$ cat src/rtl/decode_issue_ctrl.sv
// Decode-stage issue/hazard controller: int/float busy scoreboard, downstream stall and flush sequencing.
// decode_enable/stall are combinational; DECODE_ISSUE_BYPASS_EN lets a same-cycle writeback unblock issue.
module decode_issue_ctrl #(
    parameter int FLUSH_CYCLES = 2,
    parameter int STALL_CNT_W  = 32
) (
    input  logic                   clk,
    input  logic                   rstn,
    input  logic                   inst_valid,
    input  logic [4:0]             src1_no,
    input  logic                   src1_f,
    input  logic                   src1_used,
    input  logic [4:0]             src2_no,
    input  logic                   src2_f,
    input  logic                   src2_used,
    input  logic [4:0]             dst_no,
    input  logic                   dst_f,
    input  logic                   dst_we,
    input  logic                   ex_ready,
    input  logic                   wb_valid,
    input  logic [4:0]             wb_no,
    input  logic                   wb_f,
    input  logic                   flush,
    output logic                   decode_enable,
    output logic                   stall,
    output logic [1:0]             state,
    output logic [31:0]            busy_int,
    output logic [31:0]            busy_flt,
    output logic                   wb_err,
    output logic [STALL_CNT_W-1:0] stall_cycles
);
    typedef enum logic [1:0] {
        RUN   = 2'd0,
        STALL = 2'd1,
        FLUSH = 2'd2
    } state_t;

    localparam logic [3:0] FLUSH_LOAD = 4'(FLUSH_CYCLES - 1);

    state_t                 state_q;
    logic [3:0]             fcnt_q;
    logic [31:0]            busy_int_q, busy_int_d;
    logic [31:0]            busy_flt_q, busy_flt_d;
    logic                   wb_err_q, wb_err_d;
    logic [STALL_CNT_W-1:0] stall_cnt_q;
    logic [31:0]            wb_clr_int, wb_clr_flt;
    logic [31:0]            busy_int_eff, busy_flt_eff;
    logic                   hazard;
    logic                   flushing;

    function automatic logic is_busy(input logic [31:0] bi, input logic [31:0] bf,
                                     input logic f, input logic [4:0] n);
        return f ? bf[n] : ((n != 5'd0) && bi[n]);
    endfunction

    always_comb begin
        wb_clr_int = '0;
        wb_clr_flt = '0;
        if (wb_valid) begin
            if (wb_f) wb_clr_flt[wb_no] = 1'b1;
            else      wb_clr_int[wb_no] = 1'b1;
        end
    end

`ifdef DECODE_ISSUE_BYPASS_EN
    // Register file writes through, so a register retiring this cycle is readable now.
    assign busy_int_eff = busy_int_q & ~wb_clr_int;
    assign busy_flt_eff = busy_flt_q & ~wb_clr_flt;
`else
    assign busy_int_eff = busy_int_q;
    assign busy_flt_eff = busy_flt_q;
`endif

    assign hazard = (src1_used && is_busy(busy_int_eff, busy_flt_eff, src1_f, src1_no))
                 || (src2_used && is_busy(busy_int_eff, busy_flt_eff, src2_f, src2_no))
                 || (dst_we    && is_busy(busy_int_eff, busy_flt_eff, dst_f,  dst_no));

    assign flushing      = (state_q == FLUSH);
    assign decode_enable = rstn && inst_valid && ex_ready && !hazard && !flush && !flushing;
    assign stall         = rstn && inst_valid && !decode_enable && !flush && !flushing;

    // Set after clear so a new writer issued in its predecessor's writeback cycle stays outstanding.
    always_comb begin
        busy_int_d = busy_int_q & ~wb_clr_int;
        busy_flt_d = busy_flt_q & ~wb_clr_flt;
        wb_err_d   = wb_err_q | (|(wb_clr_int & ~busy_int_q)) | (|(wb_clr_flt & ~busy_flt_q));
        if (decode_enable && dst_we) begin
            if (dst_f)                busy_flt_d[dst_no] = 1'b1;
            else if (dst_no != 5'd0)  busy_int_d[dst_no] = 1'b1;
        end
    end

    always_ff @(posedge clk or negedge rstn) begin
        if (!rstn) begin
            busy_int_q  <= '0;
            busy_flt_q  <= '0;
            wb_err_q    <= 1'b0;
            stall_cnt_q <= '0;
        end else begin
            busy_int_q <= busy_int_d;
            busy_flt_q <= busy_flt_d;
            wb_err_q   <= wb_err_d;
            if (stall && (stall_cnt_q != '1))
                stall_cnt_q <= stall_cnt_q + STALL_CNT_W'(1);
        end
    end

    always_ff @(posedge clk or negedge rstn) begin
        if (!rstn) begin
            state_q <= RUN;
            fcnt_q  <= 4'd0;
        end else begin
            case (state_q)
                RUN: begin
                    if (flush) begin
                        state_q <= FLUSH;
                        fcnt_q  <= FLUSH_LOAD;
                    end else if (inst_valid && (hazard || !ex_ready)) begin
                        state_q <= STALL;
                    end
                end
                STALL: begin
                    if (flush) begin
                        state_q <= FLUSH;
                        fcnt_q  <= FLUSH_LOAD;
                    end else if (decode_enable) begin
                        state_q <= RUN;
                    end
                end
                FLUSH: begin
                    if (flush)               fcnt_q  <= FLUSH_LOAD;
                    else if (fcnt_q == 4'd0) state_q <= RUN;
                    else                     fcnt_q  <= fcnt_q - 4'd1;
                end
                default: state_q <= RUN;
            endcase
        end
    end

    assign state        = state_q;
    assign busy_int     = busy_int_q;
    assign busy_flt     = busy_flt_q;
    assign wb_err       = wb_err_q;
    assign stall_cycles = stall_cnt_q;
endmodule

$ cat config.mk
export PLATFORM = sky130hd
export DESIGN_NAME = decode_issue_ctrl
export DESIGN_NICKNAME = d
export VERILOG_FILES = /design/src/rtl/decode_issue_ctrl.sv
export SDC_FILE = /design/constraint.sdc
export NUM_CORES = 1
export LEC_CHECK = 0
export ABC_AREA = 1
export CORE_UTILIZATION = 37
export DETAILED_ROUTE_END_ITERATION = 12
export PLACE_DENSITY = 0.67
export SLEW_MARGIN = 15
export SYNTH_ARGS = -nofsm -noshare
export SYNTH_HDL_FRONTEND = slang
export SYNTH_SLANG_ARGS = --single-unit
$ cat constraint.sdc
create_clock -name clk -period 4.7 [get_ports clk]
set_input_delay 0.94 -clock clk [delete_from_list [all_inputs] [get_ports clk]]
set_output_delay 0.94 -clock clk [all_outputs]
set_load 0.02 [all_outputs]
Word-level counts from Yosys, hierarchy flattened
Cells that the tools add are included.
W data, S select, Z words.
{"block": "op_classes", "n_addsub": 2, "multipliers": 0, "n_div": 0, "n_lt_le_gt_ge": 6, "eq_ne": 9, "shift": 0, "muxes": 39, "bitwise_logic": 12, "reduce_logical": 38}
{"cell": "$mux W32", "count": 9}
{"cell": "$and A32 B32 Y32", "count": 4}
{"cell": "$not A32 Y32", "count": 4}
{"cell": "$or A32 B32 Y32", "count": 2}
{"cell": "$reduce_or A32 Y1", "count": 2}
{"cell": "$add A32 B1 Y32 const B", "count": 1}
{"cell": "$ne A32 B32 Y1 const B", "count": 1}
{"cell": "$bmux W1 S5", "count": 6}
{"cell": "$lt A5 B6 Y1 const B", "count": 4}
{"cell": "$logic_and A1 B1 Y1", "count": 19}
{"cell": "$reduce_bool A5 Y1", "count": 3}
{"cell": "$mux W2", "count": 6}
{"cell": "$mux W4", "count": 3}
{"cell": "$mux W1", "count": 11}
{"cell": "$demux W1 S5", "count": 2}
{"cell": "$ge A5 B1 Y1 const B", "count": 2}
{"cell": "$ne A3 B3 Y1 const B", "count": 3}
{"cell": "$pmux W4 S2", "count": 1}
{"cell": "$pmux W2 S3", "count": 1}
{"cell": "$logic_not A1 Y1", "count": 5}
{"cell": "$logic_not A4 Y1", "count": 1}
{"cell": "$ne A2 B1 Y1 const B", "count": 2}
{"cell": "$reduce_and A4 Y1", "count": 1}
{"cell": "$sub A4 B1 Y4 const B", "count": 1}
{"cell": "other kinds (9)", "count": 12}
{"block": "word_totals", "reg_bits": 103, "latchBits": 0, "ram_bits": 0, "rom_bits": 0, "inputBits": 33, "word_cells": 112, "n_memories": 0}

Depth between registers and ports, before layout
Gate-level depths: netlist of the first run.
{"block": "depth", "ltp_word": 16, "ltp_mapped": 18}

Least setup slack after synthesis of the first run
Ideal clock, no wire load.
{"block": "synth_timing", "kind": "in2out", "start": "input dst_no[1]", "end": "output decode_enable", "arrival_time_ps": 2598, "required_time_ps": 3760, "slack_ps": 1162, "cell_stages": 11, "cell_sequence": "buf_2 > buf_2 > nor2_1 > nand2_1 > nand2_1 > nand2_1 > nand2_2 > nand4_1 > buf_4 > buf_6 > nor2_1"}
{"block": "synth_between", "elab_chain_len": 10, "word_cells_on_any_way": 13, "classes_between": "5 x mux; 8 x reduce/logical"}
{"item": "from (decl)", "line": "16", "rtl": "input logic [4:0] dst_no,"}
{"item": "$bmux W1 S5", "line": "53", "rtl": "return f ? bf[n] : ((n != 5'd0) && bi[n]);"}
{"item": "$mux W1 (implied by the code)", "line": "53"}
{"item": "$logic_and A1 B1 Y1", "line": "53"}
{"item": "$mux W1 *", "line": "53"}
{"item": "$logic_and A1 B1 Y1 *", "line": "76", "rtl": "|| (dst_we && is_busy(busy_int_eff, busy_flt_eff, dst_f, dst_no));"}
{"item": "$logic_or A1 B1 Y1 *", "line": "76"}
{"item": "$logic_not A1 Y1 *", "line": "79", "rtl": "assign decode_enable = rstn && inst_valid && ex_ready && !hazard && !flush && !flushing;"}
{"item": "$logic_and A1 B1 Y1 * (3 in series)", "line": "79"}
{"item": "to (decl)", "line": "24", "rtl": "output logic decode_enable,"}
Every way passes the cells marked *; elsewhere a longest branch is shown, timed or not. The select of a mux whose other input is x is not followed.

Worst setup path after layout of the first run
{"block": "layout_timing", "start": "input src1_no[0]", "end": "output decode_enable"}
{"block": "layout_between", "elab_chain_len": 11, "word_cells_on_any_way": 14, "classes_between": "5 x mux; 9 x reduce/logical"}
{"item": "from (decl)", "line": "10", "rtl": "input logic [4:0] src1_no,"}
{"item": "$bmux W1 S5", "line": "53"}
{"item": "$mux W1 (implied by the code)", "line": "53"}
{"item": "$logic_and A1 B1 Y1", "line": "53"}
{"item": "$mux W1 *", "line": "53"}
{"item": "$logic_and A1 B1 Y1 *", "line": "74", "rtl": "assign hazard = (src1_used && is_busy(busy_int_eff, busy_flt_eff, src1_f, src1_no))"}
{"item": "$logic_or A1 B1 Y1 *", "line": "75", "rtl": "|| (src2_used && is_busy(busy_int_eff, busy_flt_eff, src2_f, src2_no))"}
{"item": "$logic_or A1 B1 Y1 *", "line": "76"}
{"item": "$logic_not A1 Y1 *", "line": "79"}
{"item": "$logic_and A1 B1 Y1 * (3 in series)", "line": "79"}
Marked as above.

==> flow_metrics.py, run 1 <==
metrics = {
    "floorplanning": {
        "die-width_um": 155,
        "start_util": 0.379,
        "fp.dieH_um": 155,
        "ios": 134,
        "core_area_sq_um": 22800,
        "floorplan.die_area_sq_um": 23900,
        "rows": 55,
    },
    "global_routing": {
        "antenna_violations_before_repair": 0,
        "first_global_vias": 9455,
        "global_route_usage_over_all_layers": 0.288,
        "maximum_number_of_pins_on_one_net_before_global_route_repair": 73,
        "overflow": 0,
        "grt_first_pass_wirelength_um": 53500,
    },
    "logic_synthesis": {
        "yosys_warnings": 0,
        "mappedNetlistArea_sq_um": 8620,
        "seq_area_frac_synth": 0.299,
        "synth_area_per_cell_sq_um": 5.97,
        "syn_inst": 1444,
        "synth.net_count": 1480,
        "synth_seq_cells": 103,
        "synth.lib_cells_used.distinct": 36,
    },
    "layout": {
        "fin_area_sq_um": 10600,
        "antenna-diode-count": 0,
        "flow.area_growth_from_synthesis_pct": 22.5,
        "final.fill_count": 2405,
        "multiInputGateArea_sq_um": 5120,
        "layout-drive-gt1-share": 0.0438,
        "nets": 1585,
        "layout.cells.most_common_list": "nand2_1 (553), nor2_1 (146), inv_1 (131), clkdlybuf4s50_1 (130), nand4_1 (105)",
        "postLayoutCoreUtil": 0.464,
        "layout.area.seq_sq_um": 2580,
        "mostFrequentLayoutCell": "nand2_1",
    },
    "job": {
        "timing.max_cap.violations": 0,
    },
    "detailed_routing": {
        "route.detailed.drc": 0,
        "viasPerCell": 5.49,
        "antenna_violating_nets_post_route": 0,
        "dr.pass1.iters": 5,
        "route.vias.total": 10300,
        "drtIter0Drc": 1039,
        "totalWireLength_um": 34100,
        "post_drt_wl_per_cell_um": 18.3,
    },
    "clock_network": {
        "postCtsSetupRepairBufs": 0,
        "cts_hold_buffers": 0,
        "cts_made_buffers": 9,
        "clkLatencyLatePin_ps": 370,
        "max_buffers_root_to_sink": 2,
        "ctsHtreeMaxLevel": 3,
        "cts.clk_slew.worst_paths_ps": 70,
        "clkSinkCount": 103,
        "tritoncts": "done",
        "post_cts.resized_instances": 0,
        "clock_tree.root_cell": "clkbuf_16",
    },
    "timing": {
        "maxSlewHeadroom": 0.313,
        "slew_viol_final": 0,
        "hold_violations": 0,
        "slew_of_the_pin_with_the_lowest_slew_margin_ps": 1030,
        "grt_setup_unrepaired": "false",
        "fin_crit_sh": 0.963,
        "setup-tns-final_ps": 0,
        "postLayoutSetupSlackWorst_ps": 172,
        "setup_viol_count_final": 0,
        "final.min_clock_period_ps": 4530,
        "final.setup_skew_ps": 13.5,
        "timing.fmax_mhz": 221,
    },
    "outcome": {
        "outcome": "finished clean",
    },
    "placed_design": {
        "placed_cell_area_sq_um": 10300,
        "io_buffer_count": 133,
        "dp_worst_setup_slack_ps": 231,
        "hpwl_um": 25000,
        "globalplace.congestion": 0.978,
    },
    "critical_path": {
        "crit_fanout": 10,
        "crit_path_start_kind": "input pin",
        "cp-end-kind": "output pin",
        "required_ps": 3760,
        "criticalPathCategory": "input pin to output pin",
        "cp_data_arrival_time_ps": 3590,
    },
    "power": {
        "power.static_leakage_nw": 4.97,
        "power_density_nw_per_um2": 223,
        "peakVddDrop_v": 0.000234,
    },
    "min_path": {
        "worst_hold_path_type": "flop to flop",
    },
}
==> stage by stage <==
stage,total power [mW],std cells,hold WS [ps]
final,2.36,1867,491
after global routing,2.47,1867,545
after CTS,2.36,1867,496
after detailed placement,1.56,1851,477
after global placement,1.55,1851,471
after floorplan,1.34,1444,452
==> layout make-up <==
type                    count  area share
multi-input cells        1127       0.485
repair buffers            169       0.155
inverters                 139      0.0494
well taps                 313      0.0371
clock inverters             7     0.00852
clock buffers               9      0.0213
flip-flops and latches    103       0.244
==> cells in the mapped netlist, drive strengths merged <==
| library cell | number | share of area |
|---|---|---|
| nand2 | 554 | 0.24 |
| nor2 | 149 | 0.068 |
| inv | 138 | 0.060 |
| nand4 | 105 | 0.076 |
| dfrtp | 103 | 0.30 |
| nand3 | 99 | 0.058 |
| o21ai | 71 | 0.041 |
| buf | 51 | 0.036 |
| nor3 | 50 | 0.029 |
| a21oi | 28 | 0.016 |
| clkbuf | 24 | 0.011 |
| xor2 | 23 | 0.023 |
| nor4 | 14 | 0.010 |
| o22ai | 10 | 0.0073 |
| xnor2 | 5 | 0.0051 |
| a31oi | 4 | 0.0029 |
| ha | 3 | 0.0044 |
| o2111ai | 3 | 0.0030 |
| o211ai | 3 | 0.0026 |
| a211oi | 1 | 0.00087 |
| a311oi | 1 | 0.0010 |
| and3 | 1 | 0.00073 |
| clkinv | 1 | 0.00043 |
| o31ai | 1 | 0.00087 |
| o32ai | 1 | 0.0010 |
| or2 | 1 | 0.00073 |
==> metal layers <==
layer / global-route usage / part of all wire / wire (um) / vias up
li1: - / - / - / 4933
met1: 0.403 / 0.44 / 15100 / 4761
met2: 0.436 / 0.43 / 14800 / 486
met3: 0.0465 / 0.090 / 3050 / 75
met4: 0.125 / 0.035 / 1200 / 0
met5: 0 / 0 / 0 / -
==> logic make-up (layout without fill, tap and decap cells) <==
family,after synthesis,count (layout),share of synthesized area
compound gates,123,123,0.0770
xor+xnor,28,28,0.0284
fa+ha+maj,3,3,0.00435
buf+inv,214,324,0.107
flops,103,103,0.299
simple gates,973,973,0.484
==> final timing paths <==
kind,to,start,slack [ps],depth (start not counted)
max in group asynchronous,busy_flt[0],rstn,2900,2
worst min register to register,fcnt_q[1],fcnt_q[1],490,2
worst min-delay path,fcnt_q[1],fcnt_q[1],490,2
worst max register to register,stall_cycles[5],stall_cycles[4],1790,11
worst max-delay path,decode_enable,src1_no[0],170,16
min in group asynchronous,fcnt_q[1],rstn,500,1
==> critical path, cell delays in order <==
cell,delay (ps)
clkdlybuf4s50_1,460
inv_1,230
buf_4,220
nand2_1,70
nand3_1,70
nand2_1,50
nand2_1,50
nand2_1,50
inv_1,40
nand2_1,50
nand2_1,60
nand3_1,70
nand3_1,140
nand4_1,270
nor2_1,180
clkdlybuf4s50_1,630
==> flip-flops by register name (all words and copies together) (netlist names) <==
register,count
busy_flt,32
busy_int,32
fcnt_q,4
stall_cycles,32
state,2
wb_err,1
==> power by group <==
part | leakage, nW | switching [mW] | internal, mW
Clock | 0.147 | 0.386 | 0.425
Combinational | 3.40 | 0.404 | 0.190
Sequential | 1.42 | 0.0345 | 0.921
(Power assumes the default switching activity.)
==> run 2: changes to the inputs <==
- GPL_TIMING_DRIVEN: unset -> 0
==> run 2 against run 1 <==
  * Sequential share of layout area down 0.54 points
  * Sequential power rose by 0.4%
  * Hold slack got worse by 22 ps
  * Critical path type unchanged
==> flow_metrics.py, run 2 (synthesis gave the netlist of run 1 again) <==
metrics = {
    "layout": {
        "layout-drive-gt1-share": 0.0645,
        "flow.area_growth_from_synthesis_pct": 25.3,
        "antenna-diode-count": 0,
        "layout.cells.most_common_list": "nand2_1 (553), nor2_1 (146), inv_1 (129), clkdlybuf4s50_1 (120), nand4_1 (105)",
        "nets": 1628,
        "final.fill_count": 2424,
        "mostFrequentLayoutCell": "nand2_1",
    },
    "global_routing": {
        "antenna_violations_before_repair": 0,
        "first_global_vias": 9852,
        "overflow": 0,
        "grt_first_pass_wirelength_um": 59900,
        "maximum_number_of_pins_on_one_net_before_global_route_repair": 68,
        "global_route_usage_over_all_layers": 0.335,
    },
    "timing": {
        "setup_viol_count_final": 0,
        "holdWs_ps": 468,
        "final.min_clock_period_ps": 4580,
        "final.setup_skew_ps": 7.88,
        "maxSlewHeadroom": 0.312,
        "grt_setup_unrepaired": "false",
        "slew_viol_final": 0,
        "fin_crit_sh": 0.975,
        "timing.fmax_mhz": 218,
        "hold_violations": 0,
        "slew_of_the_pin_with_the_lowest_slew_margin_ps": 1030,
    },
    "floorplanning": {
        "ios": 134,
        "floorplan.die_area_sq_um": 23900,
        "rows": 55,
        "core_area_sq_um": 22800,
        "start_util": 0.379,
        "die-width_um": 155,
        "fp.dieH_um": 155,
    },
    "detailed_routing": {
        "route.detailed.drc": 0,
        "dr.pass1.iters": 5,
        "route.vias.total": 10600,
        "drtIter0Drc": 1112,
        "post_drt_wl_per_cell_um": 20.7,
        "antenna_violating_nets_post_route": 0,
        "totalWireLength_um": 39600,
        "viasPerCell": 5.58,
    },
    "critical_path": {
        "criticalPathCategory": "input pin to output pin",
        "cp-end-kind": "output pin",
        "crit_fanout": 10,
        "crit_path_start_kind": "input pin",
        "cp_data_arrival_time_ps": 3640,
        "reg2regPathDepth": 8,
        "required_ps": 3760,
    },
    "clock_network": {
        "max_buffers_root_to_sink": 2,
        "clock_tree.root_cell": "clkbuf_16",
        "ctsHtreeMaxLevel": 3,
        "tritoncts": "done",
        "cts_hold_buffers": 0,
        "cts.clk_slew.worst_paths_ps": 70,
        "clkSinkCount": 103,
        "clkLatencyLatePin_ps": 360,
        "cts_made_buffers": 9,
    },
    "power": {
        "peakVddDrop_v": 0.000182,
        "total_power_mw": 2.41,
        "power_density_nw_per_um2": 223,
        "power.static_leakage_nw": 5.14,
    },
    "outcome": {
        "outcome": "finished clean",
    },
    "placed_design": {
        "globalplace.congestion": 0.986,
        "io_buffer_count": 128,
        "hpwl_um": 30800,
    },
    "job": {
        "timing.max_cap.violations": 0,
    },
    "min_path": {
        "worst_hold_path_type": "input pin to async pin",
    },
}
-- run 2: worst paths after layout --
kind | from | end | slack, ps
max | dst_no[1] | stall | 120
min reg2reg | fcnt_q[1] | fcnt_q[1] | 510
max in group asynchronous | rstn | busy_flt[0] | 3550
min | rstn | busy_int[8] | 470
max reg2reg | stall_cycles[2] | stall_cycles[20] | 2050
min in group clk | fcnt_q[1] | fcnt_q[1] | 510
-- run 2: critical path, stage by stage --
cell and delay, ps:
buf_2 170, buf_2 230, nor2_1 800, nand2_1 240
nand2_1 120, nand2_1 60, nand2_2 90, nand3_2 120
nor2_8 250, buf_6 200, nor2_1 70, dlygate4sd2_1 330
-- run 2: per-layer routing --
metal | global-route usage | part of all wire
met3 | 0.0656 | 0.097
met5 | 0 | 0
met2 | 0.512 | 0.44
met4 | 0.145 | 0.035
met1 | 0.458 | 0.43
-- run 2: timing repair --
item	CTS	global route
cloned	0	0
endpoints found under the setup margin	2	2
pin swaps	4	1
hold endpoints to repair	0	0
buffers inserted	7	1
resized for setup	33	9
-- run 2: report_power, final --
part | switching (mW) | internal (mW)
Combinational | 0.444 | 0.204
Sequential | 0.0386 | 0.921
Clock | 0.362 | 0.442
Total | 0.845 | 1.57
-- run 2: cell type report --
cell class	count	area, sq um	share of cell area
timing repair buffer	137	1370	0.126
sequential	103	2580	0.238
inverter	139	524	0.0485
clock inverter	4	52.6	0.00486
multi-input combinational	1127	5220	0.483
tap	313	392	0.0362
buffer	75	427	0.0395
clock buffer	11	253	0.0234
-- run 2: stage by stage --
step | TNS, ps | util | area, sq um | setup slack (ps) | std cells
final | 0 | 0.474 | 10800 | 118 | 1909
after global routing | 0 | 0.474 | 10800 | 17.2 | 1909
after CTS | 0 | 0.474 | 10800 | 18.2 | 1908
after detailed placement | -1130 | 0.453 | 10300 | -631 | 1886
after global placement | -366010 | 0.452 | 10300 | -2890 | 1885
after floorplan | 0 | - | 8620 | 1160 | 1444
